<file path="src/rtl/cmp_pkg.sv">
// Shared definitions for the serial magnitude comparator.
//   state_t : controller states (IDLE, COMPARE, DONE)
//   RES_*   : 3-bit result encoding, ordered {eq, lt, gt}
package cmp_pkg;

  typedef enum logic [1:0] {
    IDLE    = 2'd0,
    COMPARE = 2'd1,
    DONE    = 2'd2
  } state_t;

  localparam logic [2:0] RES_NONE = 3'b000;
  localparam logic [2:0] RES_EQ   = 3'b100;
  localparam logic [2:0] RES_LT   = 3'b010;
  localparam logic [2:0] RES_GT   = 3'b001;

endpackage

</file>
<file path="src/rtl/cmp_digit.sv">
// Combinational unsigned compare of one DIGIT-bit slice.
//   a, b : digit operands
//   gt   : a > b
//   lt   : a < b   (neither set means the digits are equal)
module cmp_digit #(
  parameter int DIGIT = 1
) (
  input  logic [DIGIT-1:0] a,
  input  logic [DIGIT-1:0] b,
  output logic             gt,
  output logic             lt
);

  assign gt = (a > b);
  assign lt = (a < b);

endmodule

</file>
<file path="src/rtl/serial_magnitude_comparator.sv">
// Serial magnitude comparator: compares two WIDTH-bit operands DIGIT bits
// per cycle, MSB digit first, stopping at the first differing digit.
//   clk, rst          : rising-edge clock, asynchronous active-high reset
//   start             : request; accepted in IDLE or DONE, ignored in COMPARE
//   A, B, is_signed   : operands and mode, captured on accept
//   busy              : high while in COMPARE
//   done              : one-cycle pulse (the DONE state) after flags update
//   A_eq_B/lt/gt      : registered result, held until the next completion
//   o_dbg_state       : current controller state (state_t encoding)
//
// Handshake: start is a request that is accepted on any rising edge where
// busy=0; there is no back-pressure on the result, done is a pulse and the
// flags stay valid until the next done.
module serial_magnitude_comparator
  import cmp_pkg::*;
#(
  parameter int WIDTH     = 8,
  parameter int DIGIT     = 1,
  parameter int SIGNED_EN = 1
) (
  input  logic             clk,
  input  logic             rst,
  input  logic             start,
  input  logic [WIDTH-1:0] A,
  input  logic [WIDTH-1:0] B,
  input  logic             is_signed,
  output logic             busy,
  output logic             done,
  output logic             A_eq_B,
  output logic             A_lt_B,
  output logic             A_gt_B,
  output logic [1:0]       o_dbg_state
);

  localparam int NDIG = WIDTH / DIGIT;
  localparam int IW   = (NDIG > 1) ? $clog2(NDIG) : 1;
  localparam int SW   = $clog2(WIDTH) + 1;
  localparam logic [IW-1:0]    LAST_IDX = IW'(NDIG - 1);
  localparam logic [WIDTH-1:0] MSB_MASK = WIDTH'(1) << (WIDTH - 1);

  state_t           r_state;
  state_t           w_next;
  logic [WIDTH-1:0] r_a;
  logic [WIDTH-1:0] r_b;
  logic [IW-1:0]    r_idx;
  logic [2:0]       r_flags;

  logic             w_accept;
  logic             w_sign;
  logic [WIDTH-1:0] w_mask;
  logic [SW-1:0]    w_rshift;
  logic [DIGIT-1:0] w_da;
  logic [DIGIT-1:0] w_db;
  logic             w_gt;
  logic             w_lt;
  logic             w_last;
  logic             w_finish;
  logic [2:0]       w_result;

  assign w_accept = start && (r_state != COMPARE);

  // Flipping the sign bit maps two's-complement order onto unsigned order,
  // so the digit compare itself never needs to know about signedness.
  assign w_sign = is_signed && (SIGNED_EN != 0);
  assign w_mask = w_sign ? MSB_MASK : '0;

  // Right-shift the current digit down to bit 0; digit 0 is the MSB digit.
  assign w_rshift = SW'(WIDTH - DIGIT) - (SW'(r_idx) * SW'(DIGIT));
  assign w_da     = DIGIT'(r_a >> w_rshift);
  assign w_db     = DIGIT'(r_b >> w_rshift);

  cmp_digit #(.DIGIT(DIGIT)) u_digit (
    .a  (w_da),
    .b  (w_db),
    .gt (w_gt),
    .lt (w_lt)
  );

  assign w_last   = (r_idx == LAST_IDX);
  assign w_finish = w_gt || w_lt || w_last;
  assign w_result = w_gt ? RES_GT : (w_lt ? RES_LT : RES_EQ);

  // State register
  always_ff @(posedge clk or posedge rst) begin
    if (rst) begin
      r_state <= IDLE;
    end else begin
      r_state <= w_next;
    end
  end

  // Next-state logic
  always_comb begin
    w_next = r_state;
    case (r_state)
      IDLE:    if (start) w_next = COMPARE;
      COMPARE: if (w_finish) w_next = DONE;
      DONE:    w_next = start ? COMPARE : IDLE;
      default: w_next = IDLE;
    endcase
  end

  // Output logic
  always_comb begin
    busy        = 1'b0;
    done        = 1'b0;
    o_dbg_state = r_state;
    case (r_state)
      COMPARE: busy = 1'b1;
      DONE:    done = 1'b1;
      default: ;
    endcase
  end

  // Operand capture, digit index and result flags
  always_ff @(posedge clk or posedge rst) begin
    if (rst) begin
      r_a     <= '0;
      r_b     <= '0;
      r_idx   <= '0;
      r_flags <= RES_NONE;
    end else if (w_accept) begin
      r_a   <= A ^ w_mask;
      r_b   <= B ^ w_mask;
      r_idx <= '0;
    end else if (r_state == COMPARE) begin
      if (w_finish) begin
        r_flags <= w_result;
      end else begin
        r_idx <= r_idx + IW'(1);
      end
    end
  end

  assign {A_eq_B, A_lt_B, A_gt_B} = r_flags;

endmodule

</file>
<file path="config.mk">
export PLATFORM = sky130hd
export DESIGN_NAME = serial_magnitude_comparator
export DESIGN_NICKNAME = d
export VERILOG_FILES = /design/src/rtl/cmp_pkg.sv /design/src/rtl/cmp_digit.sv /design/src/rtl/serial_magnitude_comparator.sv
export SDC_FILE = /design/constraint.sdc
export NUM_CORES = 1
export LEC_CHECK = 0
export CAP_MARGIN = 20
export CORE_ASPECT_RATIO = 1.5
export CORE_UTILIZATION = 49
export CTS_BUF_LIST = sky130_fd_sc_hd__clkbuf_2 sky130_fd_sc_hd__clkbuf_4 sky130_fd_sc_hd__clkbuf_8
export DETAILED_ROUTE_END_ITERATION = 6
export DONT_BUFFER_PORTS = 1
export GPL_TIMING_DRIVEN = 0
export MAX_ROUTING_LAYER = met4
export PLACE_DENSITY = 0.63
export SYNTH_ARGS = -nofsm -noshare
export SYNTH_HDL_FRONTEND = slang
export SYNTH_SLANG_ARGS = --single-unit
export TNS_END_PERCENT = 5
</file>
<file path="constraint.sdc">
create_clock -name clk -period 7.08 [get_ports clk]
set_clock_uncertainty 0.1 [all_clocks]
set_input_delay 1.77 -clock clk [delete_from_list [all_inputs] [get_ports clk]]
set_output_delay 1.77 -clock clk [all_outputs]
set_load 0.05 [all_outputs]
</file>
**Word-level counts from Yosys, hierarchy flattened**

Cells that the tools add are included.

- Register bits: 24
- Latch bits: 0
- Bits in writable memories: 0
- ROM bits: 0
- Bits of input ports: 20
- Output and inout bits: 7
- Word-level logic and storage cells: 41
- Memories kept: 0

- Add/subtract/negate cells: 2
- $mul: 0
- Divide/modulo/power cells: 0
- Order comparisons: 2
- Eq/ne operators: 7
- Shift operators: 2
- Multiplexer cells: 12
- Bitwise logic cells: 3
- Reduce and logical (&&, ||, !) cells: 8

Operators with widths:

| cell | number |
|---|---|
| $shr 8x4->1 | 2 |
| $xor 8x8->8 | 2 |
| $mux 3 | 5 |
| $mux 8 | 1 |
| $ne 2x2->1 const B | 3 |
| $pmux 2 s3 | 1 |
| $mux 2 | 2 |
| $reduce_and 2->1 | 2 |
| $sub 3x3->4 const A | 1 |
| $add 3x1->3 const B | 1 |
| $eq 3x3->1 const B | 1 |
| $mux 1 | 3 |
| $reduce_and 3->1 | 1 |
| $eq 2x1->1 const B | 1 |
| $eq 2x2->1 const B | 1 |
| $logic_not 2->1 | 1 |
| $logic_or 1x1->1 | 2 |
| $ne 2x1->1 const B | 1 |
| $reduce_bool 2->1 | 1 |
| $gt 1x1->1 | 1 |
| $logic_and 1x1->1 | 1 |
| $lt 1x1->1 | 1 |
| $not 1->1 | 1 |

**Depth between registers and ports, before layout**

Gate-level depths: netlist of the first run.

- Word-level depth: 8
- Mapped depth: 8
- Depth with buffers taken out: 7

**Modules after synthesis**

A second synthesis of the first run with hierarchy kept.

- Cell total of the unflattened synthesis: 83
- Area total of the unflattened synthesis: 1129.8 um^2

Modules (own cells, without submodules):

| module | times used | cells an instance | area an instance (um^2) | sequential area each (um^2) |
|---|---|---|---|---|
| serial_magnitude_comparator | 1 | 81 | 1114.8 | 600.6 |
| cmp_digit | 1 | 2 | 15.0 | 0.0 |

**Worst setup path after synthesis of the first run**

OpenSTA, ideal clock, no wires.

- Path kind: register -> output
- Start point: register r_state[1] (netlist: o_dbg_state[1])
- End point: output done
- Arrival: 1.407 ns
- Required time: 5.210 ns
- Path slack: 3.803 ns
- Cell stages (with the launch flop): 2
- Buffers on the path: 0
- Cell sequence: dfrtp_1 -> nor2b_1

- Longest elaborated chain between the ends: 2

Ends and longest elaborated chain:

| what | RTL line | RTL |
|---|---|---|
| from (decl) | serial_magnitude_comparator.sv:41 | `state_t r_state;` |
| from (signal assigned) | serial_magnitude_comparator.sv:88 | `r_state <= w_next;` |
| $eq 2x2->1 | serial_magnitude_comparator.sv:108 | `case (r_state)` |
| $mux 1 | serial_magnitude_comparator.sv:108 |  |
| to (decl) | serial_magnitude_comparator.sv:28 | `output logic done,` |

Every way passes these cells.

**Final worst setup path of the first run**

Same ends and word-level chain as after synthesis.

==> results.yml, run 1 <==
min_path:
  hold_path_class: "flip-flop to flip-flop"
  holdPathStages: 1
  whs_endpoint: "r_a[5]$_DFFE_PP0P_"
  worstHoldStart: "r_a[5]$_DFFE_PP0P_"
detailed_routing:
  top_layer: "met4"
  detail_route.iter0.violations: 4
  antenna_left: 0
  post-route-drc-count: 0
  wirelength_um: 1599
  m1WireLength_um: 621
  met2WireLength_um: 886
  viasPerCell: 5.881
  vias: 594
  dr.pass1.iters: 4
  wl_per_cell_um: 15.83
  route.met3.wl_um: 79
timing:
  tns_ns: 0
  setup_violations: 0
  tightest_slew_ns: 0.9135
  slew_headroom_pct: 38.97
  timing.final.crit_period_ns: 3.656
  hold_viol_final: 0
  grt_setup_unrepaired: "false"
  timing.hold.ws_ns: 0.4162
  finalCritPeriodShare_pct: 51.64
  fmaxAchievable_mhz: 273.5
  final_max_slew_viol_count: 0
final_layout:
  fillers: 181
  area_delta_synth_final_pct: 5.724
  diodes: 0
  drive_gt1_share_pct: 40.51
  nets: 104
synth:
  synth_seq_cells: 24
  syn_nets: 99
  synth_cell_types: 17
  synth_warnings: 0
  synth.avg_cell_area_um2: 14.86
  netlist_area_um2: 1115
  syn_inst: 75
  synth-seq-area-share_pct: 53.87
grt:
  grt_pass1_vias: 668
  grtUsageTotal_pct: 16.83
  antenna_found_initial: 0
  grt_pass1_wl_um: 2697
  overflow: 0
  grt_max_degree: 25
power_and_ir_drop:
  ir_worst_vdd_v: 0.0001895
  powerDensity_nw_per_um2: 479.1
  finalPower_w: 0.0005646
  p_leak_nw: 0.5352
floorplan:
  std_cell_rows: 20
  dieArea_um2: 2474
  die_w_um: 40.95
  die_h_um: 60.42
  initial_utilization_pct: 53.67
  ios: 27
  core_um2: 2077
cts:
  clk_latency_ns: 0.31
  cts-root-buf: "clkbuf_4"
  numCtsBuffers: 3
  clockBufferDepth: 2
  cts_tree: "done"
  postCtsSetupBuffers: 0
  cts_hold_buf: 0
  cts.sinks: 24
  htree_levels: 1
  cts.reportedPaths.clkPinSlew_ns: 0.13
  cts_resized: 0
flow_run:
  cap_violations: 0
setup_path:
  slowest_stage: "nor2b_1"
  timing.rr.end: "r_idx[0]$_DFFE_PP0P_"
  cp.arrival_ns: 1.79
  path_class: "flip-flop to output port"
  worstPathCellList: "nor2b_1"
  critPathLaunchType: "flip-flop"
  cp_top_family: "simple AND/OR/NAND/NOR gates"
  reg2reg_slack_ns: 4.61
  crit_buf_inv: 0
  worstPathRequired_ns: 5.21
  ff2ff_path_depth: 8
  r2r-start: "r_idx[0]$_DFFE_PP0P_"
  worstPathMaxFanout: 4
  end_kind: "output port"
  slowest_delay_ns: 0.80
placement:
  hpwl_um: 1237
  port_buffers: 0
  place_congestion: 0.6349
status:
  status: "finished, final reports clean"
==> kinds of logic after synthesis <==
| family | count (synthesis) | synth area share (%) |
|---|---|---|
| fa+ha+maj | 4 | 4.490 |
| buf+inv | 8 | 3.704 |
| xor+xnor | 2 | 1.572 |
| simple gates | 6 | 3.705 |
| flops | 24 | 53.87 |
| mux | 25 | 29.07 |
| compound gates | 6 | 3.592 |
==> report_power, final <==
| part | total (W) | leakage [nW] | switching [W] | internal [W] |
|---|---|---|---|---|
| registers | 0.000266 | 0.292 | 0.0000683 | 0.000198 |
| logic | 0.000230 | 0.222 | 0.000102 | 0.000127 |
| clock network | 0.0000691 | 0.0210 | 0.0000377 | 0.0000314 |
| total | 0.000565 | 0.535 | 0.000208 | 0.000356 |
==> sequential cells by signal, summed over array words and instances, names as in the netlist <==
signal	flops
r_idx	3
r_a	8
o_dbg_state	2
r_b	8
r_flags	3
==> worst max-delay path by stage <==
stage                               start  endpoint  slack [ns]  cells past startpoint
2_1_floorplan  o_dbg_state[1]$_DFFE_PP0P_      done        3.80                      1
3_3_place_gp   o_dbg_state[1]$_DFFE_PP0P_      done        3.78                      1
3_5_place_dp   o_dbg_state[1]$_DFFE_PP0P_      done        3.78                      1
4_1_cts        o_dbg_state[1]$_DFFE_PP0P_      done        3.40                      1
5_1_grt        o_dbg_state[1]$_DFFE_PP0P_      done        3.32                      1
6_report       o_dbg_state[1]$_DFFE_PP0P_      done        3.42                      1
==> final cells by class <==
class	instances	area [um^2]	share of cell area, %
Inverter	6	22.52	1.911
Buffer	2	18.77	1.592
Multi-Input combinational cell	43	473.0	40.13
Tap cell	22	27.53	2.335
Clock buffer	4	36.28	3.079
Sequential cell	24	600.6	50.96
==> cells in the final DEF (no fill, tap or decap), drive strengths merged <==
master  instances
buf             2
ha              4
and4bb          1
a21oi           3
mux2i           2
nand2b          1
a21o            1
dfrtp          24
nor2b           1
mux4            4
mux2           19
nor2            2
nand2           1
clkbuf          4
a22o            2
inv             6
xor2            2
==> worst reg2reg max path, cell delays in order (launching register included) <==
cell and delay [ns]:
dfrtp_1 0.39, buf_6 0.14, mux4_2 0.51, mux2i_1 0.18, inv_1 0.06, ha_1 0.31, and4bb_2 0.29, a21oi_1 0.24
mux2_2 0.20
==> routing by layer <==
metal | vias up | GRT usage [%]
met5 | - | -
met4 | 0 | 7.143
met3 | 2 | 2.198
met2 | 22 | 29.02
met1 | 295 | 18.23
li1 | 275 | -
==> through the flow <==
stage	instances	cell area [um^2]	utilization [%]	setup slack (ns)
after floorplan	75	1115	-	3.803
after global placement	97	1142	55.00	3.777
after detailed placement	97	1142	55.00	3.778
after CTS	101	1179	56.75	3.402
after global routing	101	1179	56.75	3.321
final	101	1179	56.75	3.424
==> cells in the mapped netlist <==
master	count	area share (%)
buf_4	1	0.67
nand2b_2	1	0.79
a21o_1	1	0.67
and4bb_2	1	1.1
xor2_1	2	1.6
nor2b_1	1	0.56
mux4_2	4	8.1
inv_1	6	2.0
a21oi_1	3	1.3
a22o_1	2	1.6
nor2_1	2	0.67
ha_1	4	4.5
buf_6	1	1.0
mux2_2	19	19
mux2i_1	2	1.8
dfrtp_1	24	54
nand2_2	1	0.56
No activity file was read; power rests on OpenSTA's default activity.
==> inputs of run 2 (changes only) <==
PLACE_DENSITY = 0.65   (was 0.63)
clock period = 2.9 ns   (was 7.08 ns; I/O delays follow)
==> run 2 against run 1 <==
  * Clock power rose by 140%
  * Power is 140% higher
  * Sequential share of layout area did not move
  * Routed wire length grew 4.2%
  * Die area unchanged
  * Cell count stayed put
  * Combinational power grew 150%
  * Worst setup slack got worse by 3.1 ns
  * Flip-flop and latch count did not move
  * Register-to-register slack worse by 4.2 ns
  * Via count shrank 0.34%
  * Non-clock buffer count stayed put
  * Critical endpoint unchanged
  * Largest cell class unchanged
==> results.yml, run 2 (synthesized netlist as in run 1, its figures left out) <==
detailed_routing:
  detail_route.iter0.violations: 4
  wirelength_um: 1666
  antenna_left: 0
  wl_per_cell_um: 16.50
  post-route-drc-count: 0
  vias: 592
  dr.pass1.iters: 3
  viasPerCell: 5.861
final_layout:
  layout.cells.most_common_list: "dfrtp_1, mux2_2, inv_1"
  fin_util_pct: 56.75
  diodes: 0
  nets: 104
  drive_gt1_share_pct: 40.51
  fin_area_um2: 1179
  top_regs: "r_a x8, r_b x8"
  layout_commonest_cell: "dfrtp_1"
  area_delta_synth_final_pct: 5.724
cts:
  postCtsSetupBuffers: 0
  cts-root-buf: "clkbuf_4"
  cts.sinks: 24
  cts.reportedPaths.clkPinSlew_ns: 0.13
  cts_resized: 0
  cts_tree: "done"
  htree_levels: 1
  numCtsBuffers: 3
  clockBufferDepth: 2
  clk_latency_ns: 0.30
  cts_hold_buf: 0
grt:
  overflow: 0
  antenna_found_initial: 0
  grt_pass1_vias: 638
  grt_max_degree: 25
  grtUsageTotal_pct: 16.42
  grt_pass1_wl_um: 2656
power_and_ir_drop:
  finalPower_w: 0.001383
  p_leak_nw: 0.5352
  powerDensity_nw_per_um2: 1173
  ir_worst_vdd_v: 0.0006157
setup_path:
  critPathLaunchType: "flip-flop"
  crit_buf_inv: 0
  end_kind: "output port"
  critPathLaunch: "o_dbg_state[1]$_DFFE_PP0P_"
  cp_top_family: "simple AND/OR/NAND/NOR gates"
  r2r-start: "r_idx[0]$_DFFE_PP0P_"
  cp.arrival_ns: 1.79
  reg2reg_slack_ns: 0.40
  worstPathCellList: "nor2b_1"
  worstPathRequired_ns: 2.08
  path_class: "flip-flop to output port"
  worstPathMaxFanout: 4
  slowest_delay_ns: 0.80
  timing.rr.end: "r_idx[0]$_DFFE_PP0P_"
  ff2ff_path_depth: 8
  slowest_stage: "nor2b_1"
timing:
  final_max_slew_viol_count: 0
  grt_setup_unrepaired: "false"
  timing.hold.ws_ns: 0.3837
  fmaxAchievable_mhz: 382.0
  setup_violations: 0
  finalCritPeriodShare_pct: 90.26
  hold_viol_final: 0
  tns_ns: 0
  timing.final.crit_period_ns: 2.618
  tightest_slew_ns: 0.9182
  slew_headroom_pct: 38.66
floorplan:
  core_um2: 2077
  die_w_um: 40.95
  initial_utilization_pct: 53.67
  std_cell_rows: 20
  dieArea_um2: 2474
  die_h_um: 60.42
  ios: 27
status:
  status: "finished, final reports clean"
flow_run:
  cap_violations: 0
min_path:
  hold_path_class: "input port to asynchronous set/reset pin"
placement:
  port_buffers: 0
  place_congestion: 0.6705
  placed_cell_area_um2: 1142
[run 2: area by class of cell]
cell class	instances	area (um^2)
Clock buffer	4	36.28
Multi-Input combinational cell	43	473.0
Sequential cell	24	600.6
Buffer	2	18.77
Tap cell	22	27.53
Fill cell	179	898.4
Inverter	6	22.52
[run 2: how the worst max path moves through the flow]
stage	end	slack [ns]	cells after the start
after detailed placement	r_idx[0]$_DFFE_PP0P_	0.40	8
after CTS	done	0.27	1
after floorplan	r_idx[0]$_DFFE_PP0P_	0.61	8
after global routing	done	0.21	1
final	done	0.28	1
after global placement	r_idx[0]$_DFFE_PP0P_	0.45	8
[run 2: metal layers]
| layer | share of wire (%) | GRT usage [%] |
|---|---|---|
| met4 | 1.1 | 7.143 |
| met3 | 3.7 | 2.198 |
| met5 | 0 | - |
| met2 | 50 | 26.79 |
| met1 | 45 | 19.35 |
[run 2: per-stage QoR]
stage                     worst slack [ns]  cells
after floorplan                     0.6126     75
after global placement              0.4521     97
after detailed placement            0.3989     97
after CTS                           0.2652    101
after global routing                0.2052    101
final                               0.2824    101
[run 2: power by group]
part | leakage (nW) | switching (W) | internal, W
Combinational | 0.222 | 0.000255 | 0.000310
Sequential | 0.292 | 0.000167 | 0.000483
Clock | 0.0210 | 0.0000909 | 0.0000765
Total | 0.535 | 0.000513 | 0.000869
==> inputs of run 3 (changes only) <==
CORE_MARGIN = 2   (was unset)
CORE_UTILIZATION = 42   (was 49)
PLACE_DENSITY = 0.58   (was 0.65)
==> run 3 against run 2 <==
  * Power is 2.6% lower
  * Register-to-register slack better by 0.02 ns
  * Worst setup slack better by 0.0062 ns
  * Worst hold slack better by 0.0050 ns
  * Design area is 0.96% lower
  * Sequential power hardly changed
  * Global-route usage is 2.8 points lower
  * Clock power is 16% lower
  * Via count is 1.2% higher
  * Non-clock buffer count stayed put
  * First-iteration DRC count grew to 3.5 times the previous value
  * Critical path depth stayed put
==> results.yml, run 3 (synthesized netlist as in run 1, its figures left out) <==
status:
  status: "finished, final reports clean"
grt:
  grt_use_met3_pct: 1.897
  grt_pass1_wl_um: 2898
  use_met1_pct: 17.46
  antenna_found_initial: 0
  grtUsageTotal_pct: 13.62
  grt_max_degree: 25
  busiest_layer: "met2"
  grt_pass1_vias: 648
  met2_usage_pct: 20.31
  overflow: 0
timing:
  final_max_slew_viol_count: 0
  fin_ws_ns: 0.2886
  tightest_slew_ns: 0.9172
  fmaxAchievable_mhz: 382.9
  setup_violations: 0
  hold_viol_final: 0
  grt_setup_unrepaired: "false"
  timing.final.crit_period_ns: 2.611
  slew_headroom_pct: 38.73
  tns_ns: 0
  finalCritPeriodShare_pct: 90.05
setup_path:
  end_kind: "output port"
  worstPathRequired_ns: 2.08
  r2r-start: "r_idx[0]$_DFFE_PP0P_"
  path_class: "flip-flop to output port"
  ff2ff_path_depth: 8
  crit_buf_inv: 0
  reg2reg_slack_ns: 0.42
  cp.arrival_ns: 1.79
  worstPathMaxFanout: 4
  slowest_delay_ns: 0.80
  critPathLaunchType: "flip-flop"
  worstPathCellList: "nor2b_1"
  cp_top_family: "simple AND/OR/NAND/NOR gates"
  slowest_stage: "nor2b_1"
  timing.rr.end: "r_idx[0]$_DFFE_PP0P_"
final_layout:
  diodes: 0
  nets: 104
  drive_gt1_share_pct: 39.74
  layout_commonest_cell: "dfrtp_1"
  fin_area_um2: 1167
  layout.cells.most_common_list: "dfrtp_1, mux2_2, inv_1"
  fin_cells: 102
  top_regs: "r_a x8, r_b x8"
  area_delta_synth_final_pct: 4.714
detailed_routing:
  wl_per_cell_um: 16.25
  vias: 599
  post-route-drc-count: 0
  antenna_left: 0
  detail_route.iter0.violations: 14
  wirelength_um: 1658
  dr.pass1.iters: 3
  viasPerCell: 5.873
cts:
  cts.sinks: 24
  cts-root-buf: "clkbuf_4"
  postCtsSetupBuffers: 0
  numCtsBuffers: 3
  cts_tree: "done"
  clockBufferDepth: 2
  cts.reportedPaths.clkPinSlew_ns: 0.12
  clk_latency_ns: 0.31
  htree_levels: 1
  cts_hold_buf: 0
  cts_resized: 0
floorplan:
  core_um2: 2477
  dieArea_um2: 3091
  ios: 27
  die_h_um: 67.10
  initial_utilization_pct: 45.00
  die_w_um: 46.07
  std_cell_rows: 22
placement:
  port_buffers: 0
  hpwl_um: 1229
  place_congestion: 0.6662
  placed_cells: 99
  dp_slack_ns: 0.4272
  placed_cell_area_um2: 1145
power_and_ir_drop:
  p_leak_nw: 0.5280
  ir_worst_vdd_v: 0.0005681
  powerDensity_nw_per_um2: 1153
flow_run:
  cap_violations: 0
min_path:
  hold_path_class: "input port to asynchronous set/reset pin"
## run 3: layer usage
| metal | vias up | part of all wire [%] |
|---|---|---|
| li1 | 273 | - |
| met3 | 4 | 5.3 |
| met1 | 301 | 44 |
| met4 | 0 | 2.4 |
| met2 | 21 | 49 |
| met5 | - | 0 |
## run 3: area by class of cell
class | instances | area, um^2
buffer | 2 | 18.77
tap | 24 | 30.03
multi-input combinational | 43 | 473.0
clock buffer | 3 | 22.52
inverter | 6 | 22.52
fill | 248 | 1310
sequential | 24 | 600.6
## run 3: worst max-delay path by stage
stage | start | end | slack (ns) | cells after the start
after floorplan | r_idx[0]$_DFFE_PP0P_ | r_idx[0]$_DFFE_PP0P_ | 0.61 | 8
after global placement | r_idx[0]$_DFFE_PP0P_ | r_idx[0]$_DFFE_PP0P_ | 0.45 | 8
after detailed placement | r_idx[0]$_DFFE_PP0P_ | r_idx[0]$_DFFE_PP0P_ | 0.43 | 8
after CTS | o_dbg_state[1]$_DFFE_PP0P_ | done | 0.27 | 1
after global routing | o_dbg_state[1]$_DFFE_PP0P_ | done | 0.18 | 1
final | o_dbg_state[1]$_DFFE_PP0P_ | done | 0.29 | 1
## run 3: metrics by stage
step	power [W]	utilization (%)	hold WS, ns
detailed placement	0.001230	46.21	0.3908
floorplan	0.001126	-	0.3738
global route	0.001477	47.12	0.4102
CTS	0.001371	47.12	0.4149
global placement	0.001218	46.21	0.3843
finish	0.001346	47.12	0.3887
## run 3: power by group
part	switching (W)	internal, W
Clock	0.0000926	0.0000485
Combinational	0.000248	0.000310
Sequential	0.000165	0.000483
Total	0.000506	0.000841
